<file path="src/rtl/game_session_ctrl_if.sv">
// Bundle of game-screen inputs and session status outputs for game_session_ctrl.
interface game_session_ctrl_if;
   logic       menu_or_game;
   logic [1:0] mode;
   logic       start;
   logic       key_valid;
   logic [7:0] key_code;
   logic [7:0] target_code;
   logic [2:0] state;
   logic [6:0] time_left;
   logic [9:0] score;
   logic [7:0] hits;
   logic [7:0] misses;
   logic       req_next;
   logic       game_over;

   // Driver side: menu/keyboard front end
   modport master (
      output menu_or_game, mode, start, key_valid, key_code, target_code,
      input  state, time_left, score, hits, misses, req_next, game_over
   );

   // Controller side
   modport slave (
      input  menu_or_game, mode, start, key_valid, key_code, target_code,
      output state, time_left, score, hits, misses, req_next, game_over
   );
endinterface

</file>
<file path="src/rtl/game_session_ctrl.sv">
// Typing-game session controller: menu/ready/run/pause/over sequencing,
// one-second countdown, and score/hit/miss bookkeeping for keystrokes.
module game_session_ctrl #(
   parameter int TICK_DIV = 50_000_000,
   parameter int T_EASY   = 60,
   parameter int T_MID    = 45,
   parameter int T_HARD   = 30
) (
   input  logic               clk,
   input  logic               rst_n,
   game_session_ctrl_if.slave bus
);
   localparam int PW = (TICK_DIV > 1) ? $clog2(TICK_DIV) : 1;
   localparam logic [PW-1:0] PRESC_MAX = PW'(TICK_DIV - 1);

   localparam logic [2:0] IDLE  = 3'd0;
   localparam logic [2:0] READY = 3'd1;
   localparam logic [2:0] RUN   = 3'd2;
   localparam logic [2:0] PAUSE = 3'd3;
   localparam logic [2:0] OVER  = 3'd4;

   logic          menu_meta, menu_sync;
   logic [1:0]    mode_meta, mode_sync;
   logic          start_meta, start_sync;

   logic [2:0]    state_reg, state_next;
   logic [6:0]    time_left_reg, time_left_next;
   logic [9:0]    score_reg, score_next;
   logic [7:0]    hits_reg, hits_next;
   logic [7:0]    misses_reg, misses_next;
   logic          req_next_reg, req_next_next;
   logic [PW-1:0] presc_reg, presc_next;

   logic [6:0]    limit;
   logic [9:0]    weight;
   logic [10:0]   score_sum;
   logic          tick;
   logic          over_now;

   // Two-flop synchronizers for the level inputs coming from outside clk
   always_ff @(posedge clk or negedge rst_n) begin
      if (!rst_n) begin
         menu_meta  <= 1'b1;
         menu_sync  <= 1'b1;
         mode_meta  <= 2'd0;
         mode_sync  <= 2'd0;
         start_meta <= 1'b0;
         start_sync <= 1'b0;
      end else begin
         menu_meta  <= bus.menu_or_game;
         menu_sync  <= menu_meta;
         mode_meta  <= bus.mode;
         mode_sync  <= mode_meta;
         start_meta <= bus.start;
         start_sync <= start_meta;
      end
   end

   // Time limit and per-hit score weight for the synchronized mode (3 acts as 0)
   always_comb begin
      case (mode_sync)
         2'd1:    limit = 7'(T_MID);
         2'd2:    limit = 7'(T_HARD);
         default: limit = 7'(T_EASY);
      endcase
      weight = (mode_sync == 2'd3) ? 10'd1 : {8'd0, mode_sync} + 10'd1;
   end

   assign score_sum = {1'b0, score_reg} + {1'b0, weight};
   assign tick      = (presc_reg == PRESC_MAX);
   // Final tick (or an already-expired timer) ends the game; beats a pause request
   assign over_now  = (time_left_reg == 7'd0) || (tick && time_left_reg == 7'd1);

   // Next-state, countdown and scoring decisions
   always_comb begin
      state_next     = state_reg;
      time_left_next = time_left_reg;
      score_next     = score_reg;
      hits_next      = hits_reg;
      misses_next    = misses_reg;
      presc_next     = presc_reg;
      req_next_next  = 1'b0;
      if (menu_sync) begin
         state_next     = IDLE;
         time_left_next = limit;
         score_next     = 10'd0;
         hits_next      = 8'd0;
         misses_next    = 8'd0;
         presc_next     = '0;
      end else begin
         case (state_reg)
            IDLE: begin
               time_left_next = limit;
               score_next     = 10'd0;
               hits_next      = 8'd0;
               misses_next    = 8'd0;
               presc_next     = '0;
               state_next     = READY;
            end
            READY: begin
               presc_next = '0;
               if (start_sync) state_next = RUN;
            end
            RUN: begin
               // A key on the final-tick edge is still scored
               if (bus.key_valid) begin
                  if (bus.key_code == bus.target_code) begin
                     hits_next     = (hits_reg == 8'hFF) ? hits_reg : hits_reg + 8'd1;
                     score_next    = (score_sum > 11'd999) ? 10'd999 : score_sum[9:0];
                     req_next_next = 1'b1;
                  end else begin
                     misses_next = (misses_reg == 8'hFF) ? misses_reg : misses_reg + 8'd1;
                     score_next  = (score_reg == 10'd0) ? 10'd0 : score_reg - 10'd1;
                  end
               end
               if (tick) begin
                  presc_next = '0;
                  if (time_left_reg != 7'd0) time_left_next = time_left_reg - 7'd1;
               end else begin
                  presc_next = presc_reg + 1'b1;
               end
               if (over_now)         state_next = OVER;
               else if (!start_sync) state_next = PAUSE;
            end
            PAUSE: begin
               if (start_sync) state_next = RUN;
            end
            OVER: begin
               if (!start_sync) begin
                  state_next     = READY;
                  time_left_next = limit;
                  score_next     = 10'd0;
                  hits_next      = 8'd0;
                  misses_next    = 8'd0;
                  presc_next     = '0;
               end
            end
            default: state_next = IDLE;
         endcase
      end
   end

   // Session state registers
   always_ff @(posedge clk or negedge rst_n) begin
      if (!rst_n) begin
         state_reg     <= IDLE;
         time_left_reg <= 7'(T_EASY);
         score_reg     <= 10'd0;
         hits_reg      <= 8'd0;
         misses_reg    <= 8'd0;
         req_next_reg  <= 1'b0;
         presc_reg     <= '0;
      end else begin
         state_reg     <= state_next;
         time_left_reg <= time_left_next;
         score_reg     <= score_next;
         hits_reg      <= hits_next;
         misses_reg    <= misses_next;
         req_next_reg  <= req_next_next;
         presc_reg     <= presc_next;
      end
   end

   assign bus.state     = state_reg;
   assign bus.time_left = time_left_reg;
   assign bus.score     = score_reg;
   assign bus.hits      = hits_reg;
   assign bus.misses    = misses_reg;
   assign bus.req_next  = req_next_reg;
   assign bus.game_over = (state_reg == OVER);
endmodule

</file>
<file path="src/flat_wrapper.sv">
// flat-port wrapper written by rule: the top's interface ports become plain ports
module game_session_ctrl_flat 
#(
   parameter int TICK_DIV = 50_000_000,
   parameter int T_EASY   = 60,
   parameter int T_MID    = 45,
   parameter int T_HARD   = 30
)
  (clk, rst_n, bus_menu_or_game, bus_mode, bus_start, bus_key_valid, bus_key_code, bus_target_code, bus_state, bus_time_left, bus_score, bus_hits, bus_misses, bus_req_next, bus_game_over);
  game_session_ctrl_if bus_i ();
  input  logic clk;
  input  logic rst_n;
  input wire logic [$bits(bus_i.menu_or_game)-1:0] bus_menu_or_game;
  input wire logic [$bits(bus_i.mode)-1:0] bus_mode;
  input wire logic [$bits(bus_i.start)-1:0] bus_start;
  input wire logic [$bits(bus_i.key_valid)-1:0] bus_key_valid;
  input wire logic [$bits(bus_i.key_code)-1:0] bus_key_code;
  input wire logic [$bits(bus_i.target_code)-1:0] bus_target_code;
  output wire logic [$bits(bus_i.state)-1:0] bus_state;
  output wire logic [$bits(bus_i.time_left)-1:0] bus_time_left;
  output wire logic [$bits(bus_i.score)-1:0] bus_score;
  output wire logic [$bits(bus_i.hits)-1:0] bus_hits;
  output wire logic [$bits(bus_i.misses)-1:0] bus_misses;
  output wire logic [$bits(bus_i.req_next)-1:0] bus_req_next;
  output wire logic [$bits(bus_i.game_over)-1:0] bus_game_over;
  assign bus_i.menu_or_game = bus_menu_or_game;
  assign bus_i.mode = bus_mode;
  assign bus_i.start = bus_start;
  assign bus_i.key_valid = bus_key_valid;
  assign bus_i.key_code = bus_key_code;
  assign bus_i.target_code = bus_target_code;
  assign bus_state = bus_i.state;
  assign bus_time_left = bus_i.time_left;
  assign bus_score = bus_i.score;
  assign bus_hits = bus_i.hits;
  assign bus_misses = bus_i.misses;
  assign bus_req_next = bus_i.req_next;
  assign bus_game_over = bus_i.game_over;
  game_session_ctrl #(.TICK_DIV(TICK_DIV), .T_EASY(T_EASY), .T_MID(T_MID), .T_HARD(T_HARD)) u_core (.clk(clk), .rst_n(rst_n), .bus(bus_i));
endmodule
</file>
<file path="config.mk">
export PLATFORM = sky130hd
export DESIGN_NAME = game_session_ctrl_flat
export DESIGN_NICKNAME = d
export VERILOG_FILES = /design/src/rtl/game_session_ctrl_if.sv /design/src/rtl/game_session_ctrl.sv /design/src/flat_wrapper.sv
export SDC_FILE = /design/constraint.sdc
export NUM_CORES = 1
export LEC_CHECK = 0
export ABC_CLOCK_PERIOD_IN_PS = 5750
export CAP_MARGIN = 40
export CORE_ASPECT_RATIO = 1.1
export CORE_MARGIN = 4
export CORE_UTILIZATION = 49
export DETAILED_ROUTE_END_ITERATION = 16
export PLACE_DENSITY = 0.8
export SLEW_MARGIN = 5
export SYNTH_ARGS = -nofsm -noshare
export SYNTH_HDL_FRONTEND = slang
export SYNTH_SLANG_ARGS = --single-unit
export TNS_END_PERCENT = 20
</file>
<file path="constraint.sdc">
create_clock -name clk -period 5.75 [get_ports clk]
set_clock_uncertainty 0.05 [all_clocks]
set_input_delay 0.8625 -clock clk [delete_from_list [all_inputs] [get_ports clk]]
set_output_delay 0.8625 -clock clk [all_outputs]
set_load 0.005 [all_outputs]
</file>
; ---- Yosys cells after proc, flatten, opt, wreduce, memory -nomap -nowiden
; Index checks and enable logic that the tools add are counted.
[word_totals]
reg_bits = 71
input_bits = 23
out_inout_bits = 38
[classes]
n_addsub = 7
order_cmp = 1
n_eq_ne = 22
n_mux = 39
n_reduce_logical = 16
[ops]
columns = operator, n
row1 = $mux 26, 3
row2 = $pmux 26 s3, 1
row3 = $mux 8, 9
row4 = $mux 10, 7
row5 = $pmux 8 s3, 2
row6 = $pmux 10 s3, 1
row7 = $mux 7, 4
row8 = $add 26x1->26 const B, 1
row9 = $eq 26x26->1 const B, 1
row10 = $pmux 7 s3, 1
row11 = $add 8x1->8 const B, 2
row12 = $eq 8x8->1 const B, 2
row13 = $mux 3, 5
row14 = $ne 3x2->1 const B, 5
row15 = $ne 3x1->1 const B, 4
row16 = $pmux 3 s4, 1
row17 = $pmux 6 s2, 1
row18 = $add 10x10->11, 1
row19 = $gt 11x10->1 const B, 1
row20 = $logic_not 10->1, 1
row21 = $reduce_and 5->1, 2
row22 = $sub 10x1->10 const B, 1
row23 = $eq 8x8->1, 1
row24 = $reduce_bool 4->1, 2
row25 = 19 further kinds, 26

; ---- Logic depth before layout (Yosys ltp)
[depth]
ltp_word = 9
ltp_mapped = 12

; ---- Least setup slack after synthesis
; OpenSTA, ideal clock, no wires.
[synth_timing]
path_kind = reg-to-reg
from = register u_core.mode_sync[1]
to = register u_core.score_reg[8], in the netlist u_core.bus.score[8]
setup_time_ps = 138
arrival_time_ps = 2238
slack_ps = 3325
stages_incl_launch_ff = 12
path_buffers = 0
period_less_slack_ps = 2425
path_cell_list = dfrtp_1 inv_1 ha_1 inv_1 ha_1 inv_1 fa_1 nand4b_1 nor3_1 nand2_1 o311ai_0 a31oi_1
[synth_between]
elab_chain_len = 9
elab_cells_between_ends = 10
[synth_rtl]
columns = element, line_no
row1 = start: declaration, game_session_ctrl.sv:23  ; logic [1:0] mode_meta, mode_sync;
row2 = start signal: assignment, game_session_ctrl.sv:53  ; mode_sync <= mode_meta;
row3 = $add 2x1->3 or $eq 2x2->1 (tied branches), game_session_ctrl.sv:66  ; weight = (mode_sync == 2'd3) ? 10'd1 : {8'd0, mode_sync} + 10'd1;
row4 = $mux 10 (*), game_session_ctrl.sv:66
row5 = $add 10x10->11 (*), game_session_ctrl.sv:69  ; assign score_sum = {1'b0, score_reg} + {1'b0, weight};
row6 = $gt 11x10->1, game_session_ctrl.sv:109  ; score_next = (score_sum > 11'd999) ? 10'd999 : score_sum[9:0];
row7 = $mux 10 (*), game_session_ctrl.sv:109
row8 = $mux 10 (*), game_session_ctrl.sv:107  ; if (bus.key_code == bus.target_code) begin
row9 = $mux 10 (*), game_session_ctrl.sv:106  ; if (bus.key_valid) begin
row10 = $pmux 10 s3 (*), game_session_ctrl.sv:91  ; case (state_reg)
row11 = $mux 10 (*), game_session_ctrl.sv:83  ; if (menu_sync) begin
row12 = end signal: assignment, game_session_ctrl.sv:156  ; score_reg <= score_next;
row13 = end: declaration, game_session_ctrl.sv:28  ; logic [9:0] score_reg, score_next;
; Mark *: on every way between the ends. The rest lies on a longest branch, timed or not. The select of a mux whose other input is x is not followed.
; A chain may end at the register's enable or synchronous reset.

; ---- Worst setup path in the final report
; Same ends and word-level chain as after synthesis.

==> key figures <==
Status
  – Status: finished clean

Critical path
  – Crit-path max cell delay: 0.45 ns
  – CP Data Arrival Time: 3.04 ns
  – Worst endpoint required time: 5.92 ns
  – Reg2reg setup slack: 2.87 ns
  – CP cell instances: inv_1, ha_1, inv_1, ha_1, inv_1, fa_1, nand4b_1, nor3_1, nand2_1, o311ai_0, a31oi_1
  – Critical path type: flop to flop
  – Reg2Reg Depth: 11
  – CP dominant cell by count: inv_1
  – Startpoint Class: flop
  – Worst setup EP type: flop
  – R2r startpoint: u_core.mode_sync[1]
  – Critical-path top delay cell: fa_1
  – Max Fanout on Critical Path: 5
  – Critical R2R Capture: u_core.bus.score[8]

Placed design
  – # port buffers: 60
  – Routability cong.: 0.855
  – Hpwl dp: 7820 um

Routing
  – Metal-1 WL: 4420 um
  – Highest metal used: met4
  – Via count: 3970
  – DR DRC count: 0
  – WL met2: 5650 um
  – Pre-antenna DRT Iters: 5
  – WL final: 10900 um
  – Post-DRT Antenna Nets: 0
  – Wire length per cell: 16.6 um
  – Wire length on met3: 622 um
  – Drt via density: 6.06
  – Initial detailed-routing violation count: 187

STA
  – Worst hold slack: 0.301 ns
  – Final min period: 2.88 ns
  – Worst Tran Pin Value: 0.848 ns
  – Slew headroom: 43.3%
  – Final setup violation count: 0
  – RSZ-0062 raised after global routing: false
  – Tcrit/Tclk final: 50.0%
  – Fmax: 0.348 GHz
  – Fin. Hold Viols: 0
  – Fin Setup TNS: 0 ns
  – Slew Limit Fails: 0

Synthesis
  – Compound-Gate Fraction of Synth Area: 16.9%
  – Seq cells post-synth: 71
  – Post-synth top area share: 37.8%
  – Mapped Nets: 523
  – Post-synth EDFFs: 0
  – Top post-synthesis cells by area: dfrtp_1, a21oi_1, nor2_1, dfstp_2, ha_1
  – XOR/XNOR Fraction of Synth Area: 5.70%
  – Count of cell types in the netlist: 60
  – Cell taking the most area after synthesis: dfrtp_1
  – Mapped Area: 4310 um^2
  – Yosys warnings: 0
  – Sequential area share after synthesis: 41.4%
  – Async set-or-reset flop fraction in the synthesized netlist: 100%
  – Post-synthesis mux area share: 0.465%
  – Largest family of logic cells by synthesized area: simple AND/OR/NAND/NOR gates
  – Syn Area/Cell: 8.84 um^2
  – Main synth FF type: dfrtp_1
  – Post-synthesis adder-cell area fraction: 3.95%
  – Gate Count Post-Synth: 487
  – Simple-Gate Fraction of Synth Area: 26.8%

Die
  – Row cnt: 35
  – Effective utilization at floorplan: 50.9%
  – Die Height: 106 um
  – Die W: 97.4 um
  – Die area: 10400 um^2
  – Ports: 61
  – Core Box Area: 8450 um^2

Clocking
  – Clock Tree Buf Depth: 2
  – CTS H-tree depth: 3
  – CTS Hold Bufs: 0
  – Clock sinks: 71
  – Reg clk slew, reported paths: 0.08 ns
  – Inserted Clock Buffers: 9
  – Worst-Skew Late Latency: 0.35 ns
  – Post-CTS Setup Bufs: 0
  – Post-CTS Resized: 0
  – CTS tree: yes
  – Clock root cell: clkbuf_8

Power
  – Pwr/cell area: 192 nW/um^2
  – Worst vdd ir: 0.000109 V
  – Pleak: 2.01 nW

Layout
  – Synth-to-layout area growth: 19.2%
  – Number of diodes: 0
  – Fillers: 733
  – Layout Nets: 575
  – Reg area: 1780 um^2
  – Max reg flops: 26
  – Fraction of layout cells with a size suffix above 1: 7.35%
  – Multi-input gate area: 2320 um^2

Global routing
  – GRT Util Overall: 21.3%
  – Global route overflow: 0
  – Largest net degree at the start of global routing: 40
  – Number of antenna violations at the first check in global routing: 0
  – Number of global-route vias before repair: 3922
  – First-pass GRT wire length: 18400 um

Worst hold path
  – WHS Endpoint: u_core.mode_sync[1]
  – Hold_sp: u_core.mode_meta[1]
  – Hold Path Cell Cnt: 0
  – Worst Hold Class: flop to flop

Flow run
  – Max Cap Viol: 0
==> synth_stat cells, drive strengths merged (10+ instances only) <==
| master | instances |
|---|---|
| dfrtp | 65 |
| nor2 | 53 |
| a21oi | 41 |
| nand2 | 40 |
| o21ai | 28 |
| nand3 | 24 |
| inv | 19 |
| nor3 | 18 |
| xnor2 | 16 |
| nand4 | 15 |
| clkbuf | 13 |
| a31oi | 12 |
| and3 | 12 |
| ha | 12 |
| xor2 | 12 |
| or3 | 11 |
| buf | 10 |
==> where the power goes <==
group | internal, mW | switching, mW | total [mW]
Combinational | 0.0417 | 0.0483 | 0.0900
Sequential | 0.508 | 0.0128 | 0.521
Clock | 0.161 | 0.215 | 0.376
Total | 0.711 | 0.276 | 0.987
==> final cells by class <==
| cell class | count | share of cell area [%] |
|---|---|---|
| Tap cell | 111 | 2.71 |
| Clock inverter | 7 | 1.07 |
| Sequential cell | 71 | 34.8 |
| Inverter | 19 | 1.39 |
| Multi-Input combinational cell | 374 | 45.2 |
| Clock buffer | 9 | 2.41 |
| Timing Repair Buffer | 64 | 12.4 |
==> how the worst max path moves through the flow <==
stage,start,end,slack [ns],depth (start not counted)
after floorplan,u_core.mode_sync[1],u_core.bus.score[8],3.32,11
after global placement,bus_key_code[4],u_core.bus.score[0],2.66,7
after detailed placement,bus_target_code[4],u_core.bus.score[0],2.58,7
after CTS,u_core.mode_sync[1],u_core.bus.score[8],2.90,11
after global routing,u_core.mode_sync[1],u_core.bus.score[8],2.68,11
final,u_core.mode_sync[1],u_core.bus.score[8],2.87,11
==> layout by cell type, fill, tap and decap left out, types with 3 or more instances in the layout <==
| master | netlist | final |
|---|---|---|
| nand2_1 | 40 | 40 |
| nand4_1 | 15 | 15 |
| o21a_1 | 7 | 7 |
| nand3_1 | 24 | 24 |
| a221o_1 | 3 | 3 |
| o21ai_0 | 26 | 26 |
| a31oi_1 | 12 | 12 |
| nor2_1 | 51 | 51 |
| or3_1 | 11 | 11 |
| a21oi_1 | 41 | 41 |
| nor3_1 | 17 | 17 |
| inv_1 | 19 | 19 |
| o211ai_1 | 3 | 3 |
| dfstp_2 | 6 | 6 |
| and3_1 | 11 | 11 |
| buf_4 | 2 | 3 |
| clkbuf_8 | 0 | 9 |
| clkdlybuf4s50_1 | 0 | 59 |
| o22ai_1 | 4 | 4 |
| and4_1 | 4 | 4 |
| dfrtp_1 | 65 | 65 |
| o31ai_1 | 4 | 4 |
| nand3b_1 | 3 | 3 |
| nand2b_1 | 4 | 4 |
| xor2_1 | 12 | 12 |
| nand4b_1 | 6 | 6 |
| inv_6 | 0 | 3 |
| xnor2_1 | 16 | 16 |
| nor4_1 | 5 | 5 |
| ha_1 | 12 | 12 |
==> logic make-up after synthesis <==
logic type	Yosys count
compound gates	119
xor+xnor	28
fa+ha+maj	13
buf+inv	42
flops	71
mux	2
simple gates	212
==> metrics by stage <==
stage | power [mW] | std cells | worst slack, ns | instance area (um^2) | utilization (%)
2_1_floorplan | 0.571 | 487 | 3.32 | 4310 | -
3_3_place_gp | 0.616 | 637 | 2.66 | 4920 | 58.3
3_5_place_dp | 0.622 | 639 | 2.58 | 4950 | 58.6
4_1_cts | 0.991 | 655 | 2.90 | 5130 | 60.7
5_1_grt | 1.03 | 655 | 2.68 | 5130 | 60.7
6_report | 0.987 | 655 | 2.87 | 5130 | 60.7
==> critical path: cells and delay by family, from the launching register on <==
kind	cells	cell delay [ns]
buffers and inverters	3	0.21
DFF	1	0.39
AOI/OAI and AO/OA	2	0.45
and+or+nand+nor	3	0.84
adders and majority gates	3	0.81
==> metal layers <==
layer	global-route usage [%]	up-vias
met3	3.48	17
met1	26.4	1939
met4	7.32	0
met2	37.4	150
met5	0	-
li1	-	1864
(Power assumes the default switching activity.)
